==> config.mk <==
export PLATFORM = sky130hd
export DESIGN_NAME = mem_arbiter
export DESIGN_NICKNAME = d
export VERILOG_FILES = /design/src/rtl/mem_arbiter.sv
export SDC_FILE = /design/constraint.sdc
export NUM_CORES = 1
export LEC_CHECK = 0
export ABC_AREA = 1
export BUFFER_PORTS_ARGS = -buffer_cell sky130_fd_sc_hd__buf_4
export CORE_AREA = 2 2 136 138
export CTS_CLUSTER_SIZE = 20
export DETAILED_ROUTE_END_ITERATION = 8
export DIE_AREA = 0 0 138 140
export GPL_ROUTABILITY_DRIVEN = 0
export PLACE_DENSITY = 0.67
export SYNTH_ARGS = -nofsm -noshare
export SYNTH_HDL_FRONTEND = slang
export SYNTH_SLANG_ARGS = --single-unit
==> constraint.sdc <==
create_clock -name clk -period 1.84 [get_ports clk]
set_input_delay 0.276 -clock clk [delete_from_list [all_inputs] [get_ports clk]]
set_output_delay 0.276 -clock clk [all_outputs]
set_load 0.01 [all_outputs]
==> src/rtl/mem_arbiter.sv <==
// Shares one single-port, variable-latency memory between the fetch and data ports.
// Serialises requests, returns read data with a one-cycle done pulse, and aborts stalled accesses.
module mem_arbiter #(
   parameter int MAX_WAIT   = 15,
   parameter int STARVE_LIM = 2
) (
   input  logic        clk,
   input  logic        reset,
   input  logic        i_req,
   input  logic [31:0] i_addr,
   output logic [31:0] i_rdata,
   output logic        i_done,
   input  logic        d_req,
   input  logic        d_we,
   input  logic [31:0] d_addr,
   input  logic [31:0] d_wdata,
   output logic [31:0] d_rdata,
   output logic        d_done,
   output logic        m_req,
   output logic        m_we,
   output logic [31:0] m_addr,
   output logic [31:0] m_wdata,
   input  logic        m_ack,
   input  logic [31:0] m_rdata,
   output logic        stall_F,
   output logic        stall_M,
   output logic        timeout_err
);

   typedef enum logic [1:0] {IDLE, BUSY_I, BUSY_D, RESP} state_t;

   localparam logic [7:0] MAX_WAIT_C   = 8'(MAX_WAIT);
   localparam logic [7:0] STARVE_LIM_C = 8'(STARVE_LIM);

   state_t     state, state_nxt;
   logic [7:0] wait_cnt;
   logic [7:0] starve_cnt;
   logic       busy;
   logic       grant_i, grant_d;
   logic       finish, abort;

   assign busy    = (state == BUSY_I) || (state == BUSY_D);
   assign stall_F = i_req & ~i_done;
   assign stall_M = d_req & ~d_done;

   always_ff @(posedge clk) begin
      // NOTE: non-blocking assignment so every flop samples pre-edge values together.
      if (reset) state <= IDLE;
      else       state <= state_nxt;
   end

   always_comb begin
      // NOTE: every signal gets a default first so no path leaves it unassigned (no latch).
      state_nxt = state;
      grant_i   = 1'b0;
      grant_d   = 1'b0;
      finish    = 1'b0;
      abort     = 1'b0;
      case (state)
         IDLE: begin
            // Data wins contention until it has starved fetch STARVE_LIM times in a row.
            if (d_req && !(i_req && starve_cnt == STARVE_LIM_C)) begin
               grant_d   = 1'b1;
               state_nxt = BUSY_D;
            end else if (i_req) begin
               grant_i   = 1'b1;
               state_nxt = BUSY_I;
            end
         end
         BUSY_I, BUSY_D: begin
            if (m_ack) begin
               finish    = 1'b1;
               state_nxt = RESP;
            end else if (wait_cnt == MAX_WAIT_C) begin
               abort     = 1'b1;
               state_nxt = RESP;
            end
         end
         RESP:    state_nxt = IDLE;
         default: state_nxt = IDLE;
      endcase
   end

   always_ff @(posedge clk) begin
      if (reset) begin
         m_req       <= 1'b0;
         m_we        <= 1'b0;
         m_addr      <= '0;
         m_wdata     <= '0;
         i_rdata     <= '0;
         d_rdata     <= '0;
         i_done      <= 1'b0;
         d_done      <= 1'b0;
         timeout_err <= 1'b0;
         wait_cnt    <= '0;
         starve_cnt  <= '0;
      end else begin
         i_done <= 1'b0;
         d_done <= 1'b0;

         if (grant_i) begin
            m_req      <= 1'b1;
            m_we       <= 1'b0;
            m_addr     <= i_addr;
            m_wdata    <= '0;
            wait_cnt   <= '0;
            starve_cnt <= '0;
         end

         if (grant_d) begin
            m_req    <= 1'b1;
            m_we     <= d_we;
            m_addr   <= d_addr;
            m_wdata  <= d_wdata;
            wait_cnt <= '0;
            if (!i_req)                           starve_cnt <= '0;
            else if (starve_cnt != STARVE_LIM_C) starve_cnt <= starve_cnt + 8'd1;
         end

         if (busy && !finish && !abort) wait_cnt <= wait_cnt + 8'd1;

         if (finish || abort) begin
            m_req <= 1'b0;
            if (state == BUSY_I) begin
               i_rdata <= finish ? m_rdata : '0;
               i_done  <= 1'b1;
            end else begin
               // A completed write returns zero rather than whatever the bus carried.
               d_rdata <= (finish && !m_we) ? m_rdata : '0;
               d_done  <= 1'b1;
            end
         end

         if (abort) timeout_err <= 1'b1;
      end
   end

endmodule

# Word-level counts from Yosys, hierarchy flattened
# Cells that the tools add are included.
[totals]
mem_bits_ro = 0
latchBits = 0
mem_count = 0
ram_bits = 0
output_inout_bits = 135
inputBits = 134
regBits = 151
[op_classes]
n_bitwise = 6
div_mod_pow = 0
mux = 34
mul = 0
order_cmp = 0
n_eq_ne = 8
n_shift = 0
n_reduce_logical = 20
addsub = 2
[op_table]
columns = ["operator", "count"]
rows = [
  ["$mux 32", 6],
  ["$mux 8", 7],
  ["$add 8x1->8 const B", 2],
  ["$mux 1", 16],
  ["$eq 8x2->1 const B", 1],
  ["$eq 8x4->1 const B", 1],
  ["$mux 2", 4],
  ["$ne 8x2->1 const B", 1],
  ["$ne 3x3->1 const B", 2],
  ["$pmux 2 s3", 1],
  ["$reduce_and 2->1", 3],
  ["$reduce_or 2->1", 3],
  ["$logic_and 1x1->1", 5],
  ["$eq 2x2->1 const B", 2],
  ["$logic_not 1->1", 4],
  ["$not 1->1", 4],
  ["$reduce_bool 3->1", 1],
  ["$and 1x1->1", 2],
  ["$eq 2x1->1 const B", 1],
  ["$logic_not 2->1", 1],
  ["$logic_or 1x1->1", 2],
  ["$reduce_bool 2->1", 1],
]

# Logic depth before layout (Yosys ltp)
[logic_depth]
depth_word = 10
mapped_depth = 11

# Worst setup path after synthesis
# No wires, ideal clock.
[synth_path]
path_kind = "register to register"
from = "register state[0]"
to = "register d_rdata[12]"
path_stages_with_launch = 11
required_ns = 1.780
t_arrival_ns = 1.487
setup_slack_ns = 0.294
period_less_slack_ns = 1.546
setup_time_ns = 0.060
cell_sequence = "dfxtp_1 > inv_1 > ha_1 > inv_1 > nor2_1 > nand2_2 > nand2_4 > nand2_4 > clkbuf_1 > nand3_1 > nand2_1"
[synth_between]
elab_chain_cells = 5
word_cells_on_any_way = 10
[synth_lines]
columns = ["element", "line", "source"]
rows = [
  ["start, declared", "35", "state_t state, state_nxt;"],
  ["start signal, assigned", "49", "else state <= state_nxt;"],
  ["$eq 2x1->1 or $eq 2x2->1 (tied branches)", "59, 124", ""],
  ["$reduce_or 2->1", "59", "case (state)"],
  ["$mux 1", "59", ""],
  ["$logic_and 1x1->1 or $logic_or 1x1->1 (tied branches)", "129, 122", ""],
  ["$mux 32 or $reduce_and 2->1 (tied branches)", "n/a", ""],
  ["end signal, assigned", "129", "d_rdata <= (finish && !m_we) ? m_rdata : '0;"],
  ["end, declared", "17", "output logic [31:0] d_rdata,"],
]
# Parallel ways exist; a longest one is shown, timed or not.
# A chain may end at the register's enable or synchronous reset.

# Worst setup path after layout
[layout_path]
from = "register state[0]"
to = "register d_rdata[16]"
# The elaborated chain is that of the path after synthesis.

==> flow_metrics.py <==
metrics = {
    "pwr": {
        "p_switching_mw": 4.42,
        "p_comb_share_pct": 36.1,
        "p_int_mw": 8.24,
        "peakVddDrop_v": 0.000700,
        "power_mw": 12.7,
        "pwr-share-clk_pct": 30.8,
        "p_leak_nw": 4.46,
        "seqPwrFrac_pct": 33.1,
        "p_per_area_nw_per_um2": 1340,
        "switching_share_pct": 34.9,
    },
    "layout": {
        "most-common-layout-cells": "nand2_1, buf_4, dfxtp_1",
        "final_cells": 1369,
        "fin_util_pct": 53.0,
        "n_antenna_cell": 0,
        "area_delta_synth_final_pct": 48.3,
        "n_fill_cell": 1743,
        "drive_gt1_share_pct": 30.4,
        "fin_area_um2": 9420,
        "mostFrequentLayoutCell": "nand2_1",
        "nets": 1267,
    },
    "global_routing": {
        "grt_start_max_net_pins": 53,
        "grt_pass1_wl_um": 31400,
        "antenna_found_initial": 0,
        "track_usage_pct": 19.8,
        "grt_pass1_vias": 6296,
        "grt_overflow": 0,
    },
    "run_status": {
        "outcome": "complete, no violations",
    },
    "floorplanning": {
        "die_h_um": 140,
        "die_w_um": 138,
        "dieArea_um2": 19300,
        "start_util_pct": 35.7,
        "pin_count": 269,
        "num_rows": 49,
        "core-area_um2": 17800,
    },
    "timing": {
        "tightest_slew_ns": 0.445,
        "fin_crit_ns": 1.72,
        "fin_setup_tns_ns": 0,
        "finalClockSkew_ns": 0.0103,
        "setup_violations": 0,
        "fin_ws_ns": 0.117,
        "min_period_over_period_pct": 93.7,
        "maxSlewHeadroom_pct": 70.4,
        "hold_violations": 0,
        "report.final.slew_viol_count": 0,
        "clock.fmax_mhz": 580,
        "whs_ns": 0.0868,
        "grt_setup_unrepaired": "false",
    },
    "clocking": {
        "cts_buffers": 17,
        "postCtsHoldBufs": 0,
        "cts_tree": "yes",
        "clockBufferDepth": 2,
        "clkTransAtPathRegs_ns": 0.07,
        "cts-root-buf": "clkbuf_16",
        "htreeDepth": 4,
        "clk_latency_ns": 0.42,
        "cts.sinks": 151,
    },
    "routing": {
        "ant_nets": 0,
        "wl_um": 19700,
        "vias_per_cell": 4.79,
        "drt_iter0_markers": 392,
        "num_vias": 6558,
        "wire_per_inst_um": 14.4,
        "first_pass_iters": 7,
        "drcViolationCount": 0,
    },
    "critical_path": {
        "cp-start-kind": "flop",
        "cp.required_ns": 2.20,
        "cp_max_fo": 10,
        "crit_path_end_kind": "flop",
        "crit_type": "flop to flop",
        "cp.arrival_ns": 2.09,
    },
    "logic_synthesis": {
        "synth-seq-cells": 151,
        "synth_fp_nets": 1013,
        "synth-adder-area-share_pct": 0.985,
        "yosys.area.top_type": "dfxtp_1",
        "synth_area_um2": 6350,
        "synth-xor-area-share_pct": 0,
        "synth_top_area_share_pct": 47.6,
        "ys_types": 26,
        "ys_seq_area_share_pct": 47.6,
        "postSynthCellCount": 874,
        "synth.avg_cell_area_um2": 7.27,
        "synthSimpleGateAreaFrac_pct": 31.2,
        "yosys-top-cells-area": "dfxtp_1, nand2_1, a21oi_1, nand3_1, nand3b_1",
        "synth_top_family_by_area": "simple AND/OR/NAND/NOR gates",
        "synth-compound-area-share_pct": 12.4,
        "yosysWarningCount": 0,
        "muxShareOfSynthArea_pct": 0,
    },
    "place": {
        "dp_hpwl_um": 13600,
        "port_buffers": 268,
        "dp_worst_setup_slack_ns": 0.0885,
        "dp_cells": 1333,
        "dpl_cell_area_um2": 8640,
    },
    "min_path": {
        "worst_hold_path_type": "input port to flop",
    },
    "flow_run": {
        "maxCapViolCount": 0,
    },
}
[logic make-up (layout without fill, tap and decap cells)]
kind of cell               after synthesis  count (layout)
DFF                                    151             151
AOI/OAI and AO/OA                      157             157
buffers and inverters                  118             383
adders and majority gates                5               5
and+or+nand+nor                        443             444
[flip-flops by register name, indices dropped and copies added (netlist names)]
| name | cells |
|---|---|
| wait_cnt | 8 |
| starve_cnt | 8 |
| d_rdata | 32 |
| i_done | 1 |
| state | 2 |
| i_rdata | 32 |
| d_done | 1 |
| timeout_err | 1 |
| m_wdata | 32 |
| m_we | 1 |
| m_req | 1 |
| m_addr | 32 |
[area by class of cell]
cell class	instances	area, µm²	area share, %
Clock inverter	13	219	2.32
Clock buffer	18	439	4.66
Timing Repair Buffer	293	2340	24.8
Sequential cell	151	3020	32.1
Multi-Input combinational cell	606	2890	30.7
Tap cell	229	287	3.04
Inverter	59	221	2.35
[power by group through the flow]
| stage | clock [mW] | sequential, mW | combinational (mW) |
|---|---|---|---|
| final | 3.90 | 4.19 | 4.57 |
| after global routing | 4.13 | 4.26 | 5.09 |
| after CTS | 4.00 | 4.19 | 4.42 |
| after detailed placement | 0 | 4.25 | 4.40 |
| after global placement | 0 | 4.24 | 4.38 |
| after floorplan | 0 | 4.46 | 2.29 |
[synthesized netlist by cell type]
master,count
dfxtp_1,151
buf_1,7
nor3_2,1
nand2_4,2
nor3_1,2
nand2_2,2
a21oi_1,116
nand3_1,78
a31oi_1,1
nand3b_1,32
buf_6,3
or2_2,2
ha_1,5
nand2_1,287
nor2_1,21
nor2_8,1
inv_1,56
nand3_2,3
nor2_2,1
inv_2,3
nand4_1,10
nor2_4,1
clkbuf_1,29
buf_2,18
buf_4,2
o21ai_0,40
[path summary, 6_finish.rpt]
kind	start	cells past startpoint	endpoint	slack, ns
worst max-delay path	state[0]	11	d_rdata[16]	0.12
worst min register to register	i_rdata[6]	2	i_rdata[6]	0.46
worst min-delay path	m_rdata[15]	3	d_rdata[15]	0.09
worst max register to register	state[0]	11	d_rdata[16]	0.12
[worst max-delay path, stage by stage, from the launching register on]
cell	delay (ns)
dfxtp_1	0.33
inv_1	0.08
ha_4	0.27
inv_1	0.06
nor2_2	0.11
nand2_2	0.10
nand2_4	0.10
nand2_8	0.09
nor2_8	0.22
clkbuf_16	0.19
nand3_1	0.07
nand2_1	0.06
[repair_timing]
| action | in CTS | in global routing |
|---|---|---|
| endpoints found under the setup margin | 0 | 25 |
| setup buffers | 0 | 1 |
| gates resized for setup | 0 | 6 |
[metal layers]
metal | global-route usage (%) | vias up | routed length [µm]
met4 | 7.84 | 0 | 618
li1 | - | 3354 | -
met3 | 5.91 | 39 | 1130
met1 | 22.9 | 2970 | 8210
met5 | 0 | - | 0
met2 | 34.5 | 195 | 9760
Power figures use the tool's default switching activity.
